## config.mk

```make
export PLATFORM = sky130hd
export DESIGN_NAME = decode_uop_seq
export DESIGN_NICKNAME = d
export VERILOG_FILES = /design/src/rtl/decode_uop_seq.sv
export SDC_FILE = /design/constraint.sdc
export NUM_CORES = 1
export LEC_CHECK = 0
export ABC_AREA = 0
export ABC_CLOCK_PERIOD_IN_PS = 10600
export CAP_MARGIN = 30
export CORE_AREA = 4 4 166 168
export CTS_CLUSTER_SIZE = 30
export DETAILED_ROUTE_END_ITERATION = 8
export DIE_AREA = 0 0 170 172
export PLACE_DENSITY = 0.68
export SLEW_MARGIN = 20
export SYNTH_ARGS = -nofsm -noshare
export SYNTH_HDL_FRONTEND = slang
export SYNTH_SLANG_ARGS = --single-unit
```

## constraint.sdc

```tcl
create_clock -name clk_i -period 10.6 [get_ports clk_i]
set_clock_uncertainty 0.2 [all_clocks]
set_input_delay 2.12 -clock clk_i [delete_from_list [all_inputs] [get_ports clk_i]]
set_output_delay 2.12 -clock clk_i [all_outputs]
set_load 0.01 [all_outputs]
```

## src/rtl/decode_uop_seq.sv

```systemverilog
// Expands one upstream instruction bundle into a run of micro-op beats and injects a
// fixed interrupt sequence on request. `DECODE_UOP_SEQ_SKID_EN selects a two-entry skid output buffer.
module decode_uop_seq #(
  parameter int IADDRW    = 32,
  parameter int UOPW      = 64,
  parameter int SEQW      = 3,
  parameter int MAXLEN    = 4,
  parameter int INT_ENTRY = 6,
  parameter int INT_LEN   = 3,
  localparam int CW       = $clog2(MAXLEN)
) (
  input  logic              clk_i,
  input  logic              reset_i,
  input  logic              flush_i,
  input  logic              handle_int_i,
  output logic              handle_int_done_o,
  input  logic              write_eip_i,
  input  logic [31:0]       eip_i,
  output logic [31:0]       eip_reg_o,
  input  logic              in_valid_i,
  output logic              in_ready_o,
  input  logic [SEQW-1:0]   in_entry_i,
  input  logic [CW:0]       in_len_i,
  input  logic [UOPW-1:0]   in_payload_i,
  input  logic [IADDRW-1:0] in_pc_i,
  output logic              out_valid_o,
  input  logic              out_ready_i,
  output logic [SEQW-1:0]   out_entry_o,
  output logic [CW-1:0]     out_step_o,
  output logic              out_first_o,
  output logic              out_last_o,
  output logic              out_int_o,
  output logic [UOPW-1:0]   out_payload_o,
  output logic [IADDRW-1:0] out_pc_o
);

  localparam int INT_LEN_E = (INT_LEN < 1) ? 1 : ((INT_LEN > MAXLEN) ? MAXLEN : INT_LEN);
  localparam logic [CW:0]     MAXLEN_V    = (CW+1)'(MAXLEN);
  localparam logic [CW:0]     INT_LEN_V   = (CW+1)'(INT_LEN_E);
  localparam logic [SEQW-1:0] INT_ENTRY_V = SEQW'(INT_ENTRY);

  typedef enum logic [1:0] {S_IDLE, S_SEQ, S_INT} state_t;

  typedef struct packed {
    logic [SEQW-1:0]   entry;
    logic [CW-1:0]     step;
    logic              first;
    logic              last;
    logic              intr;
    logic [UOPW-1:0]   payload;
    logic [IADDRW-1:0] pc;
  } beat_t;

  state_t            state_q, state_d;
  logic [CW-1:0]     step_q, step_d;
  logic [CW:0]       len_q, len_d;
  logic [SEQW-1:0]   entry_q, entry_d;
  logic [UOPW-1:0]   payload_q, payload_d;
  logic [IADDRW-1:0] pc_q, pc_d;
  logic              int_q, int_d;
  logic [31:0]       eip_reg_q;

  logic  load_ok;
  logic  push;
  beat_t beat;
  logic  out_valid;
  beat_t out_beat;

  function automatic logic [CW:0] eff_len(input logic [CW:0] l);
    if (l == '0)           return (CW+1)'(1);
    else if (l > MAXLEN_V) return MAXLEN_V;
    else                   return l;
  endfunction

  logic [CW:0] in_len_eff;
  assign in_len_eff = eff_len(in_len_i);

  assign in_ready_o = !reset_i && (state_q == S_IDLE) && load_ok && !handle_int_i && !flush_i;

  always_comb begin
    state_d   = state_q;
    step_d    = step_q;
    len_d     = len_q;
    entry_d   = entry_q;
    payload_d = payload_q;
    pc_d      = pc_q;
    int_d     = int_q;
    push      = 1'b0;
    beat      = '0;
    if (flush_i) begin
      state_d = S_IDLE;
      step_d  = '0;
    end else if (load_ok) begin
      case (state_q)
        S_IDLE: begin
          if (handle_int_i) begin
            push         = 1'b1;
            beat.entry   = INT_ENTRY_V;
            beat.first   = 1'b1;
            beat.last    = (INT_LEN_E == 1);
            beat.intr    = 1'b1;
            beat.pc      = IADDRW'(eip_reg_q);
            entry_d      = INT_ENTRY_V;
            len_d        = INT_LEN_V;
            payload_d    = '0;
            pc_d         = IADDRW'(eip_reg_q);
            int_d        = 1'b1;
            if (INT_LEN_E > 1) begin
              state_d = S_INT;
              step_d  = CW'(1);
            end
          end else if (in_valid_i) begin
            push         = 1'b1;
            beat.entry   = in_entry_i;
            beat.first   = 1'b1;
            beat.last    = (in_len_eff == (CW+1)'(1));
            beat.payload = in_payload_i;
            beat.pc      = in_pc_i;
            entry_d      = in_entry_i;
            len_d        = in_len_eff;
            payload_d    = in_payload_i;
            pc_d         = in_pc_i;
            int_d        = 1'b0;
            if (in_len_eff > (CW+1)'(1)) begin
              state_d = S_SEQ;
              step_d  = CW'(1);
            end
          end
        end
        S_SEQ, S_INT: begin
          push         = 1'b1;
          beat.entry   = entry_q;
          beat.step    = step_q;
          beat.first   = (step_q == '0);
          beat.last    = ({1'b0, step_q} == len_q - (CW+1)'(1));
          beat.intr    = int_q;
          beat.payload = payload_q;
          beat.pc      = pc_q;
          // Leave on the final beat so the step counter never passes len-1.
          if (beat.last) begin
            state_d = S_IDLE;
            step_d  = '0;
          end else begin
            step_d = step_q + CW'(1);
          end
        end
        default: begin
          state_d = S_IDLE;
          step_d  = '0;
        end
      endcase
    end
  end

  always_ff @(posedge clk_i or posedge reset_i) begin
    if (reset_i) begin
      state_q   <= S_IDLE;
      step_q    <= '0;
      len_q     <= '0;
      entry_q   <= '0;
      payload_q <= '0;
      pc_q      <= '0;
      int_q     <= 1'b0;
      eip_reg_q <= '0;
    end else begin
      state_q   <= state_d;
      step_q    <= step_d;
      len_q     <= len_d;
      entry_q   <= entry_d;
      payload_q <= payload_d;
      pc_q      <= pc_d;
      int_q     <= int_d;
      if (write_eip_i) eip_reg_q <= eip_i;
    end
  end

`ifdef DECODE_UOP_SEQ_SKID_EN
  // Space is judged from the registered count only, so in_ready never sees out_ready.
  beat_t       slot0_q, slot1_q;
  logic [1:0]  cnt_q;
  logic        pop;

  assign load_ok   = (cnt_q != 2'd2);
  assign pop       = (cnt_q != 2'd0) && out_ready_i;
  assign out_valid = (cnt_q != 2'd0);
  assign out_beat  = slot0_q;

  always_ff @(posedge clk_i or posedge reset_i) begin
    if (reset_i) begin
      cnt_q   <= 2'd0;
      slot0_q <= '0;
      slot1_q <= '0;
    end else if (flush_i) begin
      cnt_q <= 2'd0;
    end else begin
      case ({push, pop})
        2'b01: begin
          slot0_q <= slot1_q;
          cnt_q   <= cnt_q - 2'd1;
        end
        2'b10: begin
          if (cnt_q == 2'd0) slot0_q <= beat;
          else               slot1_q <= beat;
          cnt_q <= cnt_q + 2'd1;
        end
        2'b11: begin
          if (cnt_q == 2'd1) begin
            slot0_q <= beat;
          end else begin
            slot0_q <= slot1_q;
            slot1_q <= beat;
          end
        end
        default: ;
      endcase
    end
  end
`else
  logic  out_valid_q;
  beat_t out_beat_q;

  assign load_ok   = !out_valid_q || out_ready_i;
  assign out_valid = out_valid_q;
  assign out_beat  = out_beat_q;

  always_ff @(posedge clk_i or posedge reset_i) begin
    if (reset_i) begin
      out_valid_q <= 1'b0;
      out_beat_q  <= '0;
    end else if (flush_i) begin
      out_valid_q <= 1'b0;
    end else if (push) begin
      out_valid_q <= 1'b1;
      out_beat_q  <= beat;
    end else if (out_ready_i) begin
      out_valid_q <= 1'b0;
    end
  end
`endif

  assign out_valid_o       = out_valid;
  assign out_entry_o       = out_beat.entry;
  assign out_step_o        = out_beat.step;
  assign out_first_o       = out_beat.first;
  assign out_last_o        = out_beat.last;
  assign out_int_o         = out_beat.intr;
  assign out_payload_o     = out_beat.payload;
  assign out_pc_o          = out_beat.pc;
  assign eip_reg_o         = eip_reg_q;
  assign handle_int_done_o = out_valid && out_ready_i && out_beat.last && out_beat.intr;

endmodule

```

==> flow_summary.toml <==
[run_status]
outcome = "finished clean"

[setup_path]
crit_family = "buffers and inverters"
r2r_slack_ps = 7530
critPathMaxStageDelay_ps = 550
slowest_stage = "clkdlybuf4s50_1"
timing.rr.end = "out_payload_o[47]"
end_kind = "primary output"
crit_type = "input pin to primary output"
worstPathMaxFanout = 100
cp_cell_sequence = "clkdlybuf4s50_1, inv_8, and4b_1, clkdlybuf4s50_1"
start_kind = "input pin"
critPathRequiredTime_ps = 8280
rr_startpoint = "state_q[0]"
cpMostUsedCell = "clkdlybuf4s50_1"
arrival_ps = 4100
rr_worst_depth = 7
path_buf_inv = 3

[global_routing]
overflow = 0
antenna_found_initial = 4
grt_pass1_vias = 8349
grt_usage = 0.191
grt_max_degree = 101
grt_pass1_wl_mm = 45.5

[sta]
fin_crit_sh = 0.606
relSlewSlack = 0.431
tns_ps = 0
period_needed_ps = 6420
worstMarginPinSlew_ps = 854
rsz0062_at_grt = "false"
clock.fmax_mhz = 156
setup_viol = 0
hold_viol = 0
slew_viol_final = 0

[yosys]
netlist_area_sq_um = 10300
yosys_warnings = 0
avgSynthCellArea_sq_um = 11.4
synth_cells = 902
synth_seq_area_share = 0.593
yosysUniqueCellTypes = 41
synth_nets = 1047
ys_seq_elements = 244

[route]
ant_nets = 0
post_drt_via_cell_ratio = 5.48
firstDrtPassIters = 5
drtIter0Drc = 773
drcViolationCount = 0
via_count = 8242
routed_wl_mm = 29.2
routedWlPerCell_um = 19.4

[die]
die_w_um = 170
die_h_um = 172
die_area_sq_um = 29200
rows = 59
ios = 280
start_util = 0.397
core_area_sq_um = 25900

[clocking]
root_buffer = "clkbuf_16"
cts_hold_buf = 0
cts_buffers = 28
cts_tree = "done"
clkTransAtPathRegs_ps = 60
insertion_delay_ps = 530
ctsResizeCount = 0
cts_sinks = 244
post_cts_buffers = 0
clockBufferDepth = 3
cts.htree.levels = 1

[cells_and_area]
nNetsFinal = 1292
fin_area_sq_um = 14200
layout-drive-gt1-share = 0.0873
layout.cells.most_common = "clkdlybuf4s50_1"
synthToLayoutAreaGrowth_pct = 38.2
final_cell_mix = "278 x clkdlybuf4s50_1, 244 x dfrtp_1, 109 x nand2_1, 70 x a22o_1, 67 x a22oi_1"

[power]
leakagePower_uw = 0.00600
ir_drop_mv = 0.137
powerDensity_nw_per_um2 = 277
fin_total_pwr_uw = 3930

[run]
drv_cap = 0

[place]
port_buffers = 279
gp_congestion = 0.766
placed_cell_area_sq_um = 13200
dp_hpwl_mm = 18.6

[min_path]
hp-class = "register to register"
holdPathEnd = "out_payload_o[34]"
hp-start = "out_payload_o[34]"
min_path_cells = 2
[worst reg2reg max path: cells and delay by family, from the launching register on]
family	cells	cell delay (ps)
adders and majority gates	1	180
DFF	1	400
buffers and inverters	2	720
AOI/OAI and AO/OA	2	450
and+or+nand+nor	2	1050
[area by class of cell]
type / instances / area [sq um]
Antenna cell: 1 / 2.50
Clock buffer: 42 / 845
Clock inverter: 10 / 81.3
Fill cell: 2219 / 11700
Inverter: 9 / 41.3
Multi-Input combinational cell: 570 / 3770
Sequential cell: 244 / 6110
Tap cell: 335 / 419
Timing Repair Buffer: 294 / 2950
[cells in the mapped netlist, drive strengths merged]
cell type,number,share of area
dfrtp,244,0.59
nand2,110,0.040
o21ai,109,0.053
a22o,70,0.060
a22oi,67,0.049
buf,45,0.026
nor2,43,0.017
a21oi,39,0.019
clkbuf,34,0.013
mux2,32,0.035
mux2i,32,0.031
a222oi,23,0.022
inv,9,0.0033
nor3b,9,0.0066
a221oi,8,0.0068
ha,4,0.0049
nor3,3,0.0019
nand2b,2,0.0012
nand3,2,0.00097
nor2b,2,0.0015
nor4,2,0.0027
o21a,2,0.0015
xnor2,2,0.0017
a32o,1,0.00097
and2,1,0.00061
and4,1,0.00085
and4b,1,0.00097
o211ai,1,0.0021
o22ai,1,0.00061
o31a,1,0.00085
or2,1,0.00061
xor2,1,0.00085
[power by group]
group	switching (uW)	internal, uW	total [uW]
Combinational	807	702	1510
Sequential	198	1270	1470
Clock	379	573	952
Total	1380	2550	3930
[cells by family after synthesis]
group / after synthesis / share of synthesized area
buf+inv: 88 / 0.0422
compound gates: 322 / 0.216
xor+xnor: 3 / 0.00255
flops: 244 / 0.593
simple gates: 177 / 0.0753
mux: 64 / 0.0661
fa+ha+maj: 4 / 0.00486
[flip-flops by register name, summed over array words and instances, names as in the netlist]
| signal | count |
|---|---|
| out_step_o | 2 |
| out_last_o | 1 |
| out_int_o | 1 |
| len_q | 3 |
| eip_reg_o | 32 |
| int_q | 1 |
| out_entry_o | 3 |
| out_pc_o | 32 |
| step_q | 2 |
| payload_q | 64 |
| entry_q | 3 |
| out_payload_o | 64 |
| pc_q | 32 |
| state_q | 2 |
| out_valid_o | 1 |
| out_first_o | 1 |
[worst max path at each step]
stage,from,to,slack [ps],cells past startpoint
after floorplan,reset_i,in_ready_o,270,2
after global placement,reset_i,in_ready_o,4130,4
after detailed placement,reset_i,in_ready_o,4150,4
after CTS,reset_i,in_ready_o,4150,4
after global routing,reset_i,in_ready_o,4010,4
final,reset_i,in_ready_o,4180,4
[metrics by stage]
stage	hold WS, ps	worst slack, ps	util	instances
finish	279	4180	0.549	1505
global route	298	4010	0.549	1504
CTS	284	4150	0.547	1502
detailed placement	270	4150	0.511	1450
global placement	260	4130	0.510	1449
floorplan	267	271	-	902
[per-layer routing]
layer / share of wire / wire (um) / global-route usage / up-vias
met1: 0.43 / 12500 / 0.253 / 4084
met2: 0.45 / 13200 / 0.300 / 288
li1: - / - / - / 3819
met3: 0.10 / 2930 / 0.0725 / 45
met5: 0.0012 / 34 / 0 / -
met4: 0.020 / 598 / 0.0444 / 6
(Power assumes the default switching activity.)
